<file path="config.mk">
export PLATFORM = sky130hd
export DESIGN_NAME = mult_mant_seq
export DESIGN_NICKNAME = d
export VERILOG_FILES = /design/src/rtl/mult_mant_seq.sv
export SDC_FILE = /design/constraint.sdc
export NUM_CORES = 1
export LEC_CHECK = 0
export BUFFER_PORTS_ARGS = -buffer_cell sky130_fd_sc_hd__buf_2
export CAP_MARGIN = 20
export CORE_MARGIN = 2
export CORE_UTILIZATION = 57
export DETAILED_ROUTE_END_ITERATION = 6
export PLACE_DENSITY = 0.81
export SLEW_MARGIN = 20
export SYNTH_ARGS = -nofsm -noshare
export SYNTH_HDL_FRONTEND = slang
export SYNTH_SLANG_ARGS = --single-unit
</file>
<file path="constraint.sdc">
create_clock -name clk -period 3.4 [get_ports clk]
set_clock_uncertainty 0.1 [all_clocks]
set_input_delay 0.51 -clock clk [delete_from_list [all_inputs] [get_ports clk]]
set_output_delay 0.51 -clock clk [all_outputs]
set_load 0.005 [all_outputs]
</file>
<file path="src/rtl/mult_mant_seq.sv">
// Sequential shift-add mantissa multiplier for the FPU multiply path.
// Produces the raw hidden-bit product, biased exponent sum and sign for the normalize stage.
module mult_mant_seq #(
    parameter int EXPSIZE  = 8,
    parameter int MANTSIZE = 23
) (
    input  logic                    clk,
    input  logic                    rst,
    input  logic                    start,
    input  logic                    a_sign,
    input  logic [EXPSIZE-1:0]      a_exp,
    input  logic [MANTSIZE-1:0]     a_mant,
    input  logic                    b_sign,
    input  logic [EXPSIZE-1:0]      b_exp,
    input  logic [MANTSIZE-1:0]     b_mant,
    output logic                    busy,
    output logic                    done,
    output logic                    out_sign,
    output logic [EXPSIZE-1:0]      out_exp,
    output logic [2*MANTSIZE+1:0]   out_mant,
    output logic                    zero,
    output logic                    ovf,
    output logic                    uf
);

    localparam int W  = MANTSIZE + 1;
    localparam int PW = 2 * W;
    localparam int EW = EXPSIZE + 2;
    localparam int CW = (W > 1) ? $clog2(W) : 1;

    localparam logic signed [EW-1:0] BIAS    = EW'((1 << (EXPSIZE - 1)) - 1);
    localparam logic signed [EW-1:0] EXP_MAX = EW'((1 << EXPSIZE) - 2);
    localparam logic signed [EW-1:0] EXP_MIN = EW'(1);

    typedef enum logic {
        IDLE = 1'b0,
        MULT = 1'b1
    } state_t;

    // Denormals (stored exponent 0) behave as exponent 1 with no hidden bit.
    function automatic logic signed [EW-1:0] eff_exp(input logic [EXPSIZE-1:0] e);
        logic signed [EW-1:0] r;
        r = (e == '0) ? EXP_MIN : $signed({2'b00, e});
        return r;
    endfunction

    function automatic logic [EXPSIZE-1:0] sat_exp(input logic signed [EW-1:0] e);
        logic [EXPSIZE-1:0] r;
        if (e > EXP_MAX) begin
            r = '1;
        end else if (e < EXP_MIN) begin
            r = '0;
        end else begin
            r = e[EXPSIZE-1:0];
        end
        return r;
    endfunction

    state_t                 state_q, state_d;
    logic [CW-1:0]          cnt_q, cnt_d;
    logic                   last;
    logic                   load;

    logic [W-1:0]           a_q;
    logic [PW-1:0]          p_q;
    logic                   sign_q;
    logic signed [EW-1:0]   exp_q;
    logic                   zero_q;

    logic                   done_q;
    logic                   out_sign_q;
    logic [EXPSIZE-1:0]     out_exp_q;
    logic [PW-1:0]          out_mant_q;
    logic                   zero_out_q;
    logic                   ovf_q;
    logic                   uf_q;

    logic [W-1:0]           mant_a_full;
    logic [W-1:0]           mant_b_full;
    logic signed [EW-1:0]   exp_sum;
    logic [W:0]             addend;
    logic [W:0]             sum;
    logic [PW-1:0]          p_shift;

    // Capture-time decode of the incoming operands.
    always_comb begin
        mant_a_full = {(a_exp != '0), a_mant};
        mant_b_full = {(b_exp != '0), b_mant};
        exp_sum     = eff_exp(a_exp) + eff_exp(b_exp) - BIAS;
    end

    // One shift-add step: the carry out of the upper half becomes the new MSB.
    always_comb begin
        addend  = p_q[0] ? {1'b0, a_q} : '0;
        sum     = {1'b0, p_q[PW-1:W]} + addend;
        p_shift = {sum, p_q[W-1:1]};
    end

    always_comb begin
        state_d = state_q;
        cnt_d   = cnt_q;
        last    = 1'b0;
        load    = 1'b0;
        case (state_q)
            IDLE: begin
                if (start) begin
                    load    = 1'b1;
                    cnt_d   = '0;
                    state_d = MULT;
                end
            end
            MULT: begin
                cnt_d = cnt_q + CW'(1);
                if (cnt_q == CW'(W - 1)) begin
                    last    = 1'b1;
                    state_d = IDLE;
                end
            end
            default: begin
                state_d = IDLE;
            end
        endcase
    end

    always_ff @(posedge clk or posedge rst) begin
        if (rst) begin
            state_q <= IDLE;
            cnt_q   <= '0;
        end else begin
            state_q <= state_d;
            cnt_q   <= cnt_d;
        end
    end

    // Operand and product registers carry data only and need no reset.
    always_ff @(posedge clk) begin
        if (load) begin
            a_q    <= mant_a_full;
            p_q    <= {{W{1'b0}}, mant_b_full};
            sign_q <= a_sign ^ b_sign;
            exp_q  <= exp_sum;
            zero_q <= (mant_a_full == '0) || (mant_b_full == '0);
        end else if (state_q == MULT) begin
            p_q <= p_shift;
        end
    end

    always_ff @(posedge clk or posedge rst) begin
        if (rst) begin
            done_q     <= 1'b0;
            out_sign_q <= 1'b0;
            out_exp_q  <= '0;
            out_mant_q <= '0;
            zero_out_q <= 1'b0;
            ovf_q      <= 1'b0;
            uf_q       <= 1'b0;
        end else begin
            done_q <= last;
            if (last) begin
                out_sign_q <= sign_q;
                zero_out_q <= zero_q;
                out_mant_q <= zero_q ? '0 : p_shift;
                out_exp_q  <= zero_q ? '0 : sat_exp(exp_q);
                ovf_q      <= !zero_q && (exp_q > EXP_MAX);
                uf_q       <= !zero_q && (exp_q < EXP_MIN);
            end
        end
    end

    assign busy     = (state_q == MULT);
    assign done     = done_q;
    assign out_sign = out_sign_q;
    assign out_exp  = out_exp_q;
    assign out_mant = out_mant_q;
    assign zero     = zero_out_q;
    assign ovf      = ovf_q;
    assign uf       = uf_q;

endmodule

</file>
==> summary.txt <==
STA
  • Setup_tns: 0 ns
  • Final Hold Viols: 0
  • Crit path time final: 3.01 ns
  • Crit share post-route: 0.886
  • Setup violations, final: 0
  • Unrepaired setup endpoints after global routing: false
  • Relative slew slack: 0.328
  • Final worst slack: 0.388 ns
  • Actual slew at the worst max-slew pin: 1.01 ns
  • Final Max Slew Viols: 0
  • Fmax: 332 MHz

Clock tree
  • CTS root buf: clkbuf_16
  • Post-CTS Setup Bufs: 0
  • Clock transition at the registers of the reported paths: 0.06 ns
  • CTS Buf Count: 17
  • CTS tree: yes
  • CTS Buffer Depth: 2
  • Worst-Skew Late Latency: 0.43 ns
  • Hold-fix buffers, CTS: 0
  • CTS sink cnt: 151
  • # H-tree levels: 4
  • Post-CTS Resized: 0

Finish
  • Post-Layout Cell Count: 1025
  • Layout Utilization: 0.689
  • Area grow syn2layout: 18.2%
  • Fraction of layout cells with a size suffix above 1: 0.244
  • Nets: 945
  • Antenna cells: 0

Place
  • Hpwl dp: 13.2 mm
  • GP Congestion: 0.953
  • Setup WS pre-CTS: 0.258 ns
  • Cells after DPL: 993
  • # port buffers: 128

Yosys
  • Yosys Warn Count: 0
  • Mapped Cells: 728
  • Synthesized area: 7710 µm²
  • Post-Syn Nets: 837
  • Register area share after synthesis: 0.513
  • Synth unique cells: 60
  • Syn_area_per_cell: 10.6 µm²
  • Async set-reset flop share out of synthesis: 0.444
  • Post-synth EDFFs: 60
  • Top FF cell, synth: dfrtp_1
  • Register bit count reported by yosys: 151

Drt
  • DRT antenna net count: 0
  • Vias: 6104
  • Drc violations: 0
  • WL/cell: 17.9 µm
  • Highest Signal Layer: met4
  • WL met3: 1.25 mm
  • Vias per inst: 5.96
  • Routed Wire Length: 18.3 mm
  • Metal1 wirelength: 7.45 mm
  • Drt first pass iters: 5
  • Initial DRC Count: 506
  • Metal2 WL: 9.24 mm

Floorplan
  • Die area: 14500 µm²
  • Num ports: 129
  • Die W: 120 µm
  • Rows: 42
  • Initial Util: 0.582
  • Core Area: 13200 µm²
  • Die Y: 120 µm

Power
  • Worst vdd ir: 0.461 mV
  • Pleak: 0.00409 µW
  • Pwr Density: 980 nW/µm²

Global route
  • GRT Util Overall: 0.264
  • Grt total ovfl: 0
  • Largest net degree at the start of global routing: 68
  • Vias in the first global route: 6168
  • Initial antenna violation count: 0
  • First-pass GRT wire length: 29.7 mm

Run
  • Max-cap viol count: 0

Min path
  • HP Class: input pin to flip-flop

Critical path
  • WP data required: 3.58 ns
  • CP Class: flip-flop to flip-flop
  • Crit Path Max Fanout: 12
  • Nature of the critical path startpoint: flip-flop
  • CP arrival: 3.19 ns
  • Crit. End Element: flip-flop

Run status
  • Status: complete, no violations
==> power breakdown <==
group          total (µW)  switching, µW  internal, µW
registers            3070            406          2660
logic                3770           2090          1690
clock network        2100            762          1340
==> cell families (layout without fill, tap and decap cells) <==
kind of cell | after synthesis | in the layout | synth area share
adders and majority gates | 42 | 42 | 0.0701
DFF | 151 | 151 | 0.513
xor gates and xnor gates | 26 | 26 | 0.0295
muxes | 28 | 28 | 0.0402
and+or+nand+nor | 229 | 229 | 0.151
AOI/OAI and AO/OA | 181 | 181 | 0.160
buffers and inverters | 71 | 192 | 0.0365
==> cells in the mapped netlist, types with 3 or more instances <==
cell type	number	share of area
a211oi_1	3	0.0029
a21o_1	11	0.011
a21oi_1	32	0.021
a22o_1	33	0.037
a31oi_1	4	0.0032
and2_1	24	0.019
buf_2	12	0.0078
clkbuf_1	37	0.018
dfrtp_1	67	0.22
dfxtp_1	24	0.062
edfxtp_1	60	0.23
ha_1	40	0.065
inv_1	21	0.010
mux2_2	24	0.035
mux2i_1	4	0.0052
nand2_1	79	0.038
nand2b_1	31	0.025
nand3_1	7	0.0045
nand4_1	19	0.015
nor2_1	29	0.014
nor3_1	10	0.0065
nor4_1	14	0.011
o211ai_1	8	0.0078
o21a_1	3	0.0029
o21ai_0	56	0.036
o31ai_1	6	0.0058
or3_1	3	0.0024
xnor2_1	12	0.014
xor2_1	14	0.016
==> path summary, 6_finish.rpt <==
check	slack (ns)	start	cells past startpoint	endpoint
worst max-delay path	0.39	p_q[0]	11	out_mant[45]
worst min-delay path	0.17	a_mant[13]	1	a_q[13]
worst max register to register	0.39	p_q[0]	11	out_mant[45]
worst min register to register	0.34	sign_q	2	out_sign
max in group asynchronous	2.38	rst	3	cnt_q[1]
min in group asynchronous	0.24	rst	3	out_mant[44]
==> metrics by stage <==
stage | instance area, µm² | total power [µW] | hold slack, ns
after floorplan | 7710 | 5720 | 0.315
after global placement | 8460 | 6680 | 0.319
after detailed placement | 8460 | 6820 | 0.344
after CTS | 9120 | 8940 | 0.157
after global routing | 9120 | 9540 | 0.151
final | 9120 | 8940 | 0.175
==> sequential cells by signal (all words and copies together), names as in the netlist, 5 cells and up <==
name and flops:
a_q 24, cnt_q 5, exp_q 10, out_exp 8, out_mant 48, p_q 48
==> layout make-up <==
class / instances / area [µm²]
tap: 176 / 220
multi-input combinational: 506 / 3480
clock buffer: 20 / 447
inverter: 21 / 78.8
sequential: 151 / 3960
clock inverter: 12 / 213
timing repair buffer: 139 / 723
fill: 996 / 4120
==> placed cells by master (no fill, tap or decap), types with 3 or more instances in the layout <==
cell	synthesis	routed
buf_2	12	128
o211ai_1	8	8
a31oi_1	4	4
nand3_1	7	7
mux2i_1	4	4
nor4_1	14	14
nor2_1	29	29
a22o_1	33	33
clkbuf_16	0	17
and2_1	24	24
edfxtp_1	60	60
xnor2_1	12	12
o21ai_0	56	56
nand2b_1	31	31
nand2_1	79	79
dfrtp_1	67	67
mux2_2	24	24
nand4_1	19	19
inv_1	21	20
a211oi_1	3	3
buf_4	0	11
dfxtp_1	24	24
bufinv_16	0	5
o21a_1	3	3
nor3_1	10	10
or3_1	3	3
a21o_1	11	11
a21oi_1	32	32
inv_6	0	3
xor2_1	14	14
ha_1	40	40
o31ai_1	6	6
==> layer usage <==
metal	vias up	global-route usage
met2	220	0.452
met4	0	0.0974
met1	2990	0.323
li1	2866	-
met3	28	0.0698
met5	-	0
==> worst max-delay path: stages (launching register included) <==
cell	delay [ns]
edfxtp_1	0.35
buf_4	0.17
and2_1	0.13
ha_1	0.20
inv_1	0.08
fa_1	0.40
nand2b_1	0.20
a21oi_1	0.21
o21ai_0	0.19
o31ai_2	0.43
mux2i_1	0.25
o311ai_0	0.15
Power figures use the tool's default switching activity.
